**config.mk**
```make
export PLATFORM = sky130hd
export DESIGN_NAME = ppi_mode1_ctrl_a
export DESIGN_NICKNAME = d
export VERILOG_FILES = /design/src/rtl/ppi_pkg.sv /design/src/rtl/ppi_sync_edge.sv /design/src/rtl/ppi_mode1_ctrl_a.sv
export SDC_FILE = /design/constraint.sdc
export NUM_CORES = 1
export LEC_CHECK = 0
export ABC_CLOCK_PERIOD_IN_PS = 3300
export CAP_MARGIN = 20
export CORE_ASPECT_RATIO = 0.5
export CORE_MARGIN = 2
export CORE_UTILIZATION = 40
export CTS_BUF_LIST = sky130_fd_sc_hd__clkbuf_8
export CTS_CLUSTER_SIZE = 20
export DETAILED_ROUTE_END_ITERATION = 10
export PLACE_DENSITY = 0.66
export SKIP_LAST_GASP = 1
export SLEW_MARGIN = 20
export SYNTH_ARGS = -nofsm -noshare
export SYNTH_HDL_FRONTEND = slang
export SYNTH_SLANG_ARGS = --single-unit
```
**constraint.sdc**
```tcl
create_clock -name clk -period 3.3 [get_ports clk]
set_clock_uncertainty 0.2 [all_clocks]
set_input_delay 0.495 -clock clk [delete_from_list [all_inputs] [get_ports clk]]
set_output_delay 0.495 -clock clk [all_outputs]
set_load 0.03 [all_outputs]
```
**src/rtl/ppi_pkg.sv**
```systemverilog
// rtl/ppi_pkg.sv - shared constants and FSM state type for the 8255A Group A mode 1 controller
package ppi_pkg;

  localparam logic [1:0] ADDR_PA = 2'b00;
  localparam logic [1:0] ADDR_PB = 2'b01;
  localparam logic [1:0] ADDR_PC = 2'b10;
  localparam logic [1:0] ADDR_CW = 2'b11;

  localparam logic [1:0] MODE0 = 2'b00;
  localparam logic [1:0] MODE1 = 2'b01;
  localparam logic [1:0] MODE2 = 2'b10;

  localparam int CW_SET_BIT   = 7;
  localparam int CW_A_MODE_HI = 6;
  localparam int CW_A_MODE_LO = 5;
  localparam int CW_A_DIR     = 4;

  // Port C bit-set/reset selectors (din[3:1]) that address INTE_A
  localparam logic [2:0] BSR_INTE_A_IN  = 3'b100;
  localparam logic [2:0] BSR_INTE_A_OUT = 3'b110;

  typedef enum logic [1:0] {IDLE, FULL, BUSY, ACKD} state_e;

endpackage

```
**src/rtl/ppi_sync_edge.sv**
```systemverilog
// rtl/ppi_sync_edge.sv - multi-stage synchronizer for an asynchronous pin with rise/fall pulses
module ppi_sync_edge #(
  parameter int unsigned STAGES = 2
) (
  input  logic clk,
  input  logic reset_n,
  input  logic async_in,
  output logic sync_out,
  output logic rise,
  output logic fall
);

  logic [STAGES-1:0] sync_q, sync_d;
  logic              prev_q, prev_d;

  always_comb begin
    sync_d = {sync_q[STAGES-2:0], async_in};
    prev_d = sync_q[STAGES-1];
  end

  always_ff @(posedge clk or negedge reset_n) begin
    if (!reset_n) begin
      sync_q <= '1;
      prev_q <= 1'b1;
    end else begin
      sync_q <= sync_d;
      prev_q <= prev_d;
    end
  end

  assign sync_out = sync_q[STAGES-1];
  assign rise     = ~prev_q & sync_q[STAGES-1];
  assign fall     = prev_q & ~sync_q[STAGES-1];

endmodule

```
**src/rtl/ppi_mode1_ctrl_a.sv**
```systemverilog
// rtl/ppi_mode1_ctrl_a.sv - 8255A Group A mode 1 strobed handshake controller (option: PPI_OVERRUN_EN)
module ppi_mode1_ctrl_a
  import ppi_pkg::*;
#(
  parameter int unsigned SYNC_STAGES = 2,
  parameter logic [7:0]  RESET_CW    = 8'h9B
) (
  input  logic       clk,
  input  logic       reset_n,
  input  logic       cs_n,
  input  logic       rd_n,
  input  logic       wr_n,
  input  logic [1:0] addr,
  input  logic [7:0] din,
  output logic [7:0] dout,
  output logic       dout_en,
  input  logic [7:0] pa_in,
  output logic [7:0] pa_out,
  output logic       pa_oe,
  input  logic       stb_n,
  input  logic       ack_n,
  output logic       ibf,
  output logic       obf_n,
  output logic       intr,
  output logic       mode1_act
);

  logic [7:0] cw_q, cw_d;
  logic [7:0] pa_out_q, pa_out_d;
  logic [7:0] pa_latch_q, pa_latch_d;
  state_e     state_q, state_d;
  logic       ibf_q, ibf_d;
  logic       obf_n_q, obf_n_d;
  logic       intr_q, intr_d;
  logic       inte_q, inte_d;
  logic       wr_prev_q, rd_prev_q;
  logic       ovr_bit;
  logic       cw_unused;

  logic stb_s, stb_rise, stb_fall;
  logic ack_s, ack_rise, ack_fall;

  ppi_sync_edge #(.STAGES(SYNC_STAGES)) u_stb_sync (
    .clk      (clk),
    .reset_n  (reset_n),
    .async_in (stb_n),
    .sync_out (stb_s),
    .rise     (stb_rise),
    .fall     (stb_fall)
  );

  ppi_sync_edge #(.STAGES(SYNC_STAGES)) u_ack_sync (
    .clk      (clk),
    .reset_n  (reset_n),
    .async_in (ack_n),
    .sync_out (ack_s),
    .rise     (ack_rise),
    .fall     (ack_fall)
  );

  logic in_mode, is_mode1, sel_pa, sel_cw;
  logic wr_commit, cw_wr, pa_wr, pa_wr_start, pa_rd_start, pa_rd_end;

  assign in_mode   = cw_q[CW_A_DIR];
  assign is_mode1  = (cw_q[CW_A_MODE_HI:CW_A_MODE_LO] == MODE1);
  assign cw_unused = ^cw_q[3:0] ^ cw_q[CW_SET_BIT];
  assign sel_pa    = ~cs_n & (addr == ADDR_PA);
  assign sel_cw    = ~cs_n & (addr == ADDR_CW);

  // Bus strobes are sampled every clock; commits happen on the trailing edge of wr_n
  assign wr_commit   = ~wr_prev_q & wr_n;
  assign cw_wr       = wr_commit & sel_cw;
  assign pa_wr       = wr_commit & sel_pa;
  assign pa_wr_start = wr_prev_q & ~wr_n & sel_pa;
  assign pa_rd_start = rd_prev_q & ~rd_n & sel_pa;
  assign pa_rd_end   = ~rd_prev_q & rd_n & sel_pa;

`ifdef PPI_OVERRUN_EN
  logic ovr_q, ovr_d;
  assign ovr_bit = ovr_q;
`else
  assign ovr_bit = 1'b0;
`endif

  always_comb begin
    cw_d       = cw_q;
    pa_out_d   = pa_out_q;
    pa_latch_d = pa_latch_q;
    state_d    = state_q;
    ibf_d      = ibf_q;
    obf_n_d    = obf_n_q;
    intr_d     = intr_q;
    inte_d     = inte_q;
`ifdef PPI_OVERRUN_EN
    ovr_d      = ovr_q;
`endif
    // A control write takes the whole cycle; any pin edge landing with it is dropped
    if (cw_wr) begin
      if (din[CW_SET_BIT]) begin
        cw_d     = din;
        state_d  = IDLE;
        ibf_d    = 1'b0;
        obf_n_d  = 1'b1;
        intr_d   = 1'b0;
        inte_d   = 1'b0;
        pa_out_d = 8'h00;
`ifdef PPI_OVERRUN_EN
        ovr_d    = 1'b0;
`endif
      end else if (is_mode1) begin
        if (in_mode && din[3:1] == BSR_INTE_A_IN) begin
          inte_d = din[0];
          intr_d = din[0] & ibf_q & stb_s;
        end else if (!in_mode && din[3:1] == BSR_INTE_A_OUT) begin
          inte_d = din[0];
          intr_d = din[0] & obf_n_q & ack_s;
        end
      end
    end else begin
      if (pa_wr && !in_mode) pa_out_d = din;
      if (is_mode1 && in_mode) begin
        case (state_q)
          IDLE: begin
            if (stb_fall) begin
              pa_latch_d = pa_in;
              ibf_d      = 1'b1;
              state_d    = FULL;
            end
          end
          FULL: begin
            if (stb_rise)    intr_d = inte_q;
            if (pa_rd_start) intr_d = 1'b0;
            if (pa_rd_end) begin
              ibf_d   = 1'b0;
              state_d = IDLE;
            end
`ifdef PPI_OVERRUN_EN
            if (stb_fall)    ovr_d = 1'b1;
`endif
          end
          default: ;
        endcase
      end else if (is_mode1) begin
        case (state_q)
          IDLE: begin
            if (pa_wr_start) intr_d = 1'b0;
            if (pa_wr) begin
              obf_n_d = 1'b0;
              state_d = BUSY;
            end
          end
          BUSY: begin
            if (ack_fall) begin
              obf_n_d = 1'b1;
              state_d = ACKD;
            end
`ifdef PPI_OVERRUN_EN
            if (pa_wr) ovr_d = 1'b1;
`endif
          end
          ACKD: begin
            if (ack_rise) begin
              intr_d  = inte_q;
              state_d = IDLE;
            end
          end
          default: ;
        endcase
      end
    end
  end

  always_ff @(posedge clk or negedge reset_n) begin
    if (!reset_n) begin
      cw_q       <= RESET_CW;
      pa_out_q   <= 8'h00;
      pa_latch_q <= 8'h00;
      state_q    <= IDLE;
      ibf_q      <= 1'b0;
      obf_n_q    <= 1'b1;
      intr_q     <= 1'b0;
      inte_q     <= 1'b0;
      wr_prev_q  <= 1'b1;
      rd_prev_q  <= 1'b1;
`ifdef PPI_OVERRUN_EN
      ovr_q      <= 1'b0;
`endif
    end else begin
      cw_q       <= cw_d;
      pa_out_q   <= pa_out_d;
      pa_latch_q <= pa_latch_d;
      state_q    <= state_d;
      ibf_q      <= ibf_d;
      obf_n_q    <= obf_n_d;
      intr_q     <= intr_d;
      inte_q     <= inte_d;
      wr_prev_q  <= wr_n;
      rd_prev_q  <= rd_n;
`ifdef PPI_OVERRUN_EN
      ovr_q      <= ovr_d;
`endif
    end
  end

  assign dout_en = ~cs_n & ~rd_n & ((addr == ADDR_PA) | (addr == ADDR_PC));

  always_comb begin
    dout = 8'h00;
    if (dout_en) begin
      if (addr == ADDR_PA)  dout = in_mode ? pa_latch_q : pa_out_q;
      else if (in_mode)     dout = {2'b00, ibf_q, inte_q, intr_q, 2'b00, ovr_bit};
      else                  dout = {obf_n_q, inte_q, 2'b00, intr_q, 2'b00, ovr_bit};
    end
  end

  assign pa_out    = pa_out_q;
  assign pa_oe     = ~cw_q[CW_A_DIR];
  assign ibf       = ibf_q;
  assign obf_n     = obf_n_q;
  assign intr      = intr_q;
  assign mode1_act = is_mode1;

endmodule

```
# Word level (Yosys, flattened, before mapping)
# Cells that the tools add are included.
# classes
eq_ne	25
muxes	48
bitwise_logic	33
reduce_logical	25
# ops
cell	count
8-bit two-way mux	7
4-bit inequality test, second input constant	7
1-bit two-way mux	27
1-bit AND	21
2-bit two-way mux	9
3-bit inequality test, second input constant	5
3-bit nonzero test	4
1-bit inverter	11
9-bit AND reduction	1
2-bit equality test, second input constant	4
4-bit by 2-bit inequality test with 1-bit output, second input constant	2
8-bit AND reduction	1
2-bit nonzero test	4
3-bit equality test, second input constant	2
1-bit one-hot mux with 2 select lines	3
2-bit one-hot mux with 3 select lines	1
6-bit AND reduction	1
5-bit AND reduction	1
5-bit nonzero test	1
2-bit by 1-bit equality test with 1-bit output, second input constant	2
1-bit logical AND	4
2-bit zero test	2
2-bit inequality test, second input constant	2
2-bit one-hot mux with 2 select lines	1
7 further kinds	8
# totals
regBits	37
in_bits	25
out_inout_bits	22
wordCells	145

# Logic depth before layout (Yosys ltp)
# Gate-level depths: netlist of the first run.
# logic_depth
ltp_word	8
depth_mapped	7

# Hierarchy
# A second synthesis of the first run with hierarchy kept.
# hier_totals
cells_unflattened	174
area_unflattened_um2	1789.2
# modules_own_cells
mod	instances	cells_per_inst	area_per_inst_um2	seq_area_each_um2
ppi_mode1_ctrl_a	1	164	1601.5	680.7
ppi_sync_edge	2	5	93.8	78.8

# Worst setup path before layout of the first run
# Ideal clock, no wire load.
# synth_timing
path_kind	register to output
start	register cw_q[4]
end	output dout[4]
arrival_time_ps	1939
setup_slack_ps	666
path_stages_with_launch	5
n_path_buf	2
cell_sequence	dfstp_2 -> buf_4 -> clkbuf_1 -> o21ai_0 -> a221oi_1
# synth_between
elab_chain_cells	3
word_cells_on_any_way	4
cone_classes	4 x mux
# synth_rtl
item	line	text
start: declaration	ppi_mode1_ctrl_a.sv:28	logic [7:0] cw_q, cw_d;
start signal: assignment	ppi_mode1_ctrl_a.sv:189	cw_q <= cw_d;
8-bit two-way mux (on tied branches)	ppi_mode1_ctrl_a.sv:211, ppi_mode1_ctrl_a.sv:210	
8-bit two-way mux (*)	ppi_mode1_ctrl_a.sv:210	if (addr == ADDR_PA) dout = in_mode ? pa_latch_q : pa_out_q;
8-bit two-way mux (*)	ppi_mode1_ctrl_a.sv:209	if (dout_en) begin
end: declaration	ppi_mode1_ctrl_a.sv:15	output logic [7:0] dout,
# Every way passes the cells marked *; elsewhere a longest branch is shown, timed or not.

# Final worst setup path of the first run
# layout_timing
start	input addr[1]
end	output dout[7]
# layout_between
elab_chain_cells	4
word_cells_on_any_way	6
cone_classes	1 x eq/ne; 2 x mux; 2 x bitwise; 1 x reduce/logical
# layout_rtl
item	line	text
start: declaration	ppi_mode1_ctrl_a.sv:13	input logic [1:0] addr,
2-bit equality test / 2-bit zero test (equally long branches)	ppi_mode1_ctrl_a.sv:205, ppi_mode1_ctrl_a.sv:210	
1-bit bitwise OR	ppi_mode1_ctrl_a.sv:205	assign dout_en = ~cs_n & ~rd_n & ((addr == ADDR_PA) | (addr == ADDR_PC));
1-bit AND	ppi_mode1_ctrl_a.sv:205	
8-bit two-way mux (*)	ppi_mode1_ctrl_a.sv:209	
# Marks and branches as above.

==> key figures, run 1 <==
Final layout
  – Nets: 254
  – Area delta synth->final: 34.1%
  – Antenna diodes: 0
  – Layout cells sized above 1: between 10% and 20%
  – Post-Layout Cell Count: 281

Critical path
  – Worst Setup EP: dout[7]
  – Critical R2R Capture: pa_latch_q[2]$_DFFE_PN0P_
  – Kind of critical path: in -> out
  – Critical Path Fanout Max: 5
  – Crit. Startpoint: addr[1]
  – Reg2reg setup slack: 0.96 ns
  – Worst Path Arrival: 2.48 ns
  – CP Launch Type: input port
  – Worst Setup End Kind: output port
  – Required @ worst endpoint: 2.60 ns
  – R2r worst-path depth: 4
  – FF-to-FF Start: cw_q[4]$_DFFE_PN1P_

Timing
  – Minimum clock period: approximately 3.2 ns
  – Slew of the pin with the lowest slew margin: a little over 0.7 ns
  – Post-Route Setup TNS: 0 ns
  – Final count of pins violating max slew: 0
  – Crit share post-route: between 90% and 100%
  – Hold slack: 0.156 ns
  – Max_slew headroom: 51.8%
  – Final Hold Viols: 0
  – Unrepaired setup endpoints after global routing: no
  – Final number of setup-violating endpoints: 0
  – Max Clk Rate: 0.315 GHz

Clock network
  – Clk_lat worst skew: 0.29 ns
  – Clk buf depth: 2
  – CTS tree: built
  – Clock Pin Slew Worst Setup and Hold Paths: around 0.07 ns
  – Num CTS Buffers: 5
  – H-tree depth: 2
  – Clock root cell: clkbuf_8
  – # hold bufs at CTS: 0
  – CTS Sinks: 33

Place
  – Placed Cells: 273
  – Final Wtd Congestion: roughly 0.85
  – I/O Buffers: 46
  – Post-DP HPWL: 3.54 mm

Logic synthesis
  – Synthesized cell area: 1850 um2
  – Synthesis-stage register bit count: 33
  – Post-Syn Instances: 170
  – Sequential area share after synthesis: 45.2%
  – Number of synthesized flops with an enable pin: 0
  – Synth Area per Inst: 10.9 um2
  – Synth unique cells: 56
  – Synthesized Nets: ~200
  – Ys flop type: dfrtp_1
  – Post-synth ARST share: 100%
  – YS warnings: 0

Routing
  – DRC Markers: 0
  – First-pass DRT Iterations: 5
  – WL per Instance: 16.7 um
  – Final wirelength: 4.69 mm
  – DR iter-0 viols: 84
  – Via count: 1540
  – Vias per inst: around 5.5
  – ANT nets after route: 0

Min path
  – Hold_sp: u_ack_sync.sync_q[0]$_DFF_PN1_
  – HP Class: reg -> reg

Job
  – Max Cap Viol: 0

GRT
  – Total global routing overflow: 0
  – GRT met3 Usage: 4.03%
  – Largest net degree at the start of global routing: 34
  – Vias in the first global route: 1428
  – First-pass GRT wire length: 7.56 mm
  – Met1 Use GR: about 28%
  – GR Layer Usage met2: 28.5%
  – Gr usage total: 19.3%
  – Initial antenna violation count: 0
  – Most Crowded Layer GR: met2

Die
  – Die outline width: about 100 um
  – Site row count: 17
  – I/O Pins: 47
  – Die Area: 5230 um2
  – Die height: 52.1 um
  – Initial Utilization: between 40% and 50%
  – Core Box Area: 4420 um2

Power
  – Peak supply drop: 204 uV
  – Power per cell area: 572 nW/um2
  – Leakage: 1.03 nW

Run status
  – Outcome: complete, no violations
==> logic make-up (layout without fill, tap and decap cells) <==
family / Yosys count / count (layout) / synth area share (%)
adders and majority gates: 6 / 6 / 4.05
and+or+nand+nor: 54 / 54 / 17.6
muxes: 16 / 16 / 9.66
DFF: 33 / 33 / 45.2
AOI/OAI and AO/OA: 45 / 45 / 19.3
buffers and inverters: 15 / 69 / 3.65
xor gates and xnor gates: 1 / 1 / 0.473
==> worst min path at each step <==
| stage | to | slack, ns | cells after the start |
|---|---|---|---|
| global route | u_stb_sync.sync_q[1]$_DFF_PN1_ | 0.16 | 0 |
| floorplan | cw_q[5]$_DFFE_PN0P_ | -0.0006 | 0 |
| global placement | u_ack_sync.sync_q[1]$_DFF_PN1_ | 0.15 | 0 |
| finish | u_ack_sync.sync_q[1]$_DFF_PN1_ | 0.16 | 0 |
| CTS | u_ack_sync.sync_q[1]$_DFF_PN1_ | 0.16 | 0 |
| detailed placement | u_ack_sync.sync_q[1]$_DFF_PN1_ | 0.15 | 0 |
==> cell type report <==
type	count	area [um2]
Multi-Input combinational cell	122	950
Clock buffer	6	82.6
Fill cell	404	1940
Timing Repair Buffer	51	498
Sequential cell	33	838
Clock inverter	2	7.51
Tap cell	57	71.3
Inverter	10	37.5
==> per-stage QoR <==
step / worst slack, ns / util, % / instance area (um2) / total power, mW
after floorplan: 0.666 / - / 1850 / 0.912
after global placement: 0.118 / 54.1 / 2390 / 1.11
after detailed placement: 0.0771 / 54.1 / 2390 / 1.11
after CTS: 0.0792 / 56.1 / 2480 / 1.43
after global routing: 0.0236 / 56.2 / 2480 / 1.51
final: 0.123 / 56.2 / 2480 / 1.42
==> layer usage <==
| layer | wire length [um] | up-vias |
|---|---|---|
| li1 | - | 737 |
| met1 | 2320 | 758 |
| met2 | 2090 | 40 |
| met3 | 234 | 5 |
| met4 | 46 | 0 |
| met5 | 0 | - |
==> Yosys cell counts (2+ instances only) <==
| library cell | instances | area [um2] |
|---|---|---|
| mux2_1 | 8 | 90.1 |
| a21oi_1 | 7 | 35.0 |
| nand2_1 | 13 | 48.8 |
| ha_1 | 6 | 75.1 |
| o2bb2ai_1 | 2 | 17.5 |
| dfstp_2 | 10 | 263 |
| inv_1 | 10 | 37.5 |
| clkbuf_1 | 3 | 11.3 |
| a221oi_1 | 2 | 17.5 |
| nor4b_1 | 2 | 17.5 |
| a22o_1 | 7 | 61.3 |
| a31oi_1 | 6 | 37.5 |
| mux2i_1 | 4 | 40.0 |
| nor3_2 | 3 | 30.0 |
| nand3b_1 | 3 | 22.5 |
| a21o_1 | 2 | 15.0 |
| mux2_2 | 3 | 33.8 |
| dfrtp_1 | 23 | 576 |
| nand2b_1 | 4 | 25.0 |
| or3_1 | 2 | 12.5 |
| nor2_1 | 11 | 41.3 |
| o21ai_0 | 5 | 25.0 |
==> worst max-delay path, stage by stage <==
cell	delay [ns]
clkdlybuf4s50_1	0.49
buf_4	0.18
or2_2	0.34
nand2_1	0.08
a21oi_1	0.06
a31oi_1	0.18
nor2_1	0.06
clkdlybuf4s50_1	0.59
==> repair_timing <==
action,CTS,global route
resized for setup,0,1
setup buffers,0,0
endpoints found under the setup margin,0,4
==> flip-flops by register name (all words and copies together) (netlist names) <==
register           flops
u_stb_sync.prev_q      1
inte_q                 1
rd_prev_q              1
u_ack_sync.prev_q      1
u_ack_sync.sync_q      2
pa_latch_q             8
u_stb_sync.sync_q      2
pa_out                 8
obf_n                  1
intr                   1
cw_q                   3
ibf                    1
wr_prev_q              1
state_q                2
==> layout by cell type (no fill, tap or decap), drive strengths merged, types with 2 or more instances in the layout <==
cell type,n
a21o,2
a21oi,7
a221oi,3
a22o,7
a31oi,6
buf,5
clkbuf,6
clkdlybuf4s50,46
dfrtp,23
dfstp,10
ha,6
inv,12
mux2,12
mux2i,4
nand2,13
nand2b,4
nand3b,3
nor2,12
nor3,5
nor4b,2
o21ai,6
o2bb2ai,2
or2,2
or3,2
or3b,2
==> report_power, final <==
part / internal (mW) / switching [mW]
Sequential: 0.492 / 0.0893
Clock: 0.164 / 0.144
Combinational: 0.247 / 0.285
Total: 0.902 / 0.518
Note: power is estimated with default switching activity, not from simulation.
==> inputs of run 2 (changes only) <==
CORE_UTILIZATION = 54   (was 40)
PLACE_DENSITY = 0.86   (was 0.66)
==> run 2 against run 1 <==
  * Combinational power increased by 2%
  * Sequential power about the same
  * Setup slack improved by 0.027 ns
  * Final cell count decreased by 6.0%
  * Maximum frequency increased by 0.85%
  * Final area increased by 0.35%
  * Clock power increased by 34%
  * Flip-flop and latch count unchanged
  * Critical path type unchanged
  * Critical endpoint is now dout[6]
==> key figures, run 2 (synthesis gave the netlist of run 1 again) <==
Place
  – Placed inst area: 2370 um2
  – Post-DP HPWL: 3.59 mm
  – I/O Buffers: 46
  – Final Wtd Congestion: 0.951
  – Setup slack at placement: 0.0154 ns
  – Placed Cells: about 260

Run status
  – Outcome: complete, no violations

Critical path
  – Slowest stage delay, CP: 0.59 ns
  – Worst Path Arrival: 2.46 ns
  – Cell count along the critical path: 8
  – FF-to-FF Start: cw_q[4]$_DFFE_PN1P_
  – Cell mode on critical path: clkdlybuf4s50_1
  – Critical Path Slowest Stage Cell: clkdlybuf4s50_1
  – Kind of critical path: in -> out
  – Top delay family on crit path: buffers and inverters
  – Crit-path cells: clkdlybuf4s50_1 > buf_4 > or2_2 > nand2_1 > a21oi_1 > a31oi_1 > nor2_1 > clkdlybuf4s50_1
  – R2r worst-path depth: 6
  – Buf/Inv on CP: 3
  – Required @ worst endpoint: 2.60 ns
  – Worst Setup End Kind: output port
  – Critical Path Fanout Max: 6
  – Critical R2R Capture: intr$_DFFE_PN0P_
  – Reg2reg setup slack: 0.80 ns
  – CP Launch Type: input port

Min path
  – Hold_sp: u_stb_sync.sync_q[0]$_DFF_PN1_
  – HP Class: reg -> reg
  – Cells on Worst Hold Path: 0
  – Hold EP: u_stb_sync.sync_q[1]$_DFF_PN1_

Final layout
  – Fin util: roughly 80%
  – Most common cell after layout, fill and taps aside: clkdlybuf4s50_1
  – Filler cell count in the final layout: 192
  – Layout cells sized above 1: 17.9%
  – Final Cell Area: 2490 um2
  – Area occupied by multi-input gates: roughly 950 um2
  – Nets: 254
  – Antenna diodes: 0
  – Commonest non-fill, non-tap cells in the layout: clkdlybuf4s50_1, dfrtp_1, nand2_1
  – Post-Layout Cell Count: 264
  – Area delta synth->final: 34.6%
  – Register area: 838 um2

Power
  – Power per cell area: 615 nW/um2
  – Leakage: 1.03 nW
  – Peak supply drop: 338 uV
  – Total Power: 1.53 mW

Job
  – Max Cap Viol: 0

Timing
  – Crit share post-route: 95.5%
  – Minimum clock period: 3.15 ns
  – Post-Route Setup TNS: 0 ns
  – Slew of the pin with the lowest slew margin: 0.671 ns
  – Unrepaired setup endpoints after global routing: no
  – Hold slack: 0.159 ns
  – Final count of pins violating max slew: 0
  – Max_slew headroom: 55.2%
  – Max Clk Rate: about 0.32 GHz
  – Final number of setup-violating endpoints: 0
  – Final worst setup slack: 0.150 ns
  – Final Hold Viols: 0

Die
  – Die Area: 3940 um2
  – I/O Pins: 47
  – Die height: 45.4 um
  – Site row count: 14
  – Core Box Area: 3140 um2
  – Die outline width: 86.8 um
  – Initial Utilization: between 50 and 60%

GRT
  – Largest net degree at the start of global routing: 34
  – Total global routing overflow: 0
  – Initial antenna violation count: 0
  – Vias in the first global route: 1513
  – First-pass GRT wire length: 7.87 mm
  – Gr usage total: 27.2%

Routing
  – ANT nets after route: 0
  – DR iter-0 viols: 132
  – Vias per inst: 6.08
  – Final wirelength: approximately 4.9 mm
  – Via count: between 1500 and 2000
  – First-pass DRT Iterations: 5
  – DRC Markers: 0
  – WL per Instance: 18.7 um

Clock network
  – CTS tree: built
  – Clock root cell: clkbuf_8
  – H-tree depth: 2
  – Clock Pin Slew Worst Setup and Hold Paths: 0.07 ns
  – Clk_lat worst skew: 0.29 ns
  – Num CTS Buffers: 5
  – Clk buf depth: 2
  – # hold bufs at CTS: 0
  – CTS Sinks: 33
  – Cts repair resizes: 0
  – Post-CTS setup buffers: 0
-- run 2: cell types whose count changed in the layout (fill, tap and decap cells not counted), sizes merged --
cell	previous run	this run
inv	12	10
clkinvlp	0	1
bufinv	0	1
-- run 2: per-layer routing --
metal	GRT usage (%)	share of wire [%]	up-vias
li1	-	-	732
met1	40.0	47	784
met2	39.7	45	81
met3	7.25	6.4	9
met4	8.44	1.3	0
met5	0	0	-
-- run 2: area by class of cell --
class | instances | area share, %
clock buffers | 6 | 3.31
clock inverters | 2 | 1.51
inverters | 10 | 1.51
multi-input cells | 122 | 38.1
flip-flops and latches | 33 | 33.6
well taps | 40 | 2.01
repair buffers | 51 | 20.0
-- run 2: worst max path at each step --
stage	startpoint	to	slack, ns
2_1_floorplan	cw_q[4]$_DFFE_PN1P_	dout[4]	0.67
3_3_place_gp	addr[0]	dout[4]	0.15
3_5_place_dp	addr[0]	dout[4]	0.02
4_1_cts	addr[0]	dout[4]	0.04
5_1_grt	addr[0]	dout[4]	0.003
6_report	addr[1]	dout[6]	0.15
-- run 2: where the power goes --
| part | switching, mW | internal [mW] | total [mW] |
|---|---|---|---|
| registers | 0.0884 | 0.491 | 0.580 |
| logic | 0.295 | 0.247 | 0.543 |
| clock network | 0.165 | 0.246 | 0.410 |
==> inputs of run 3 (changes only) <==
TNS_END_PERCENT = 100   (was not set)
==> results of run 3 <==
Same layout as run 2: the final DEF is identical, and so are final timing and power.
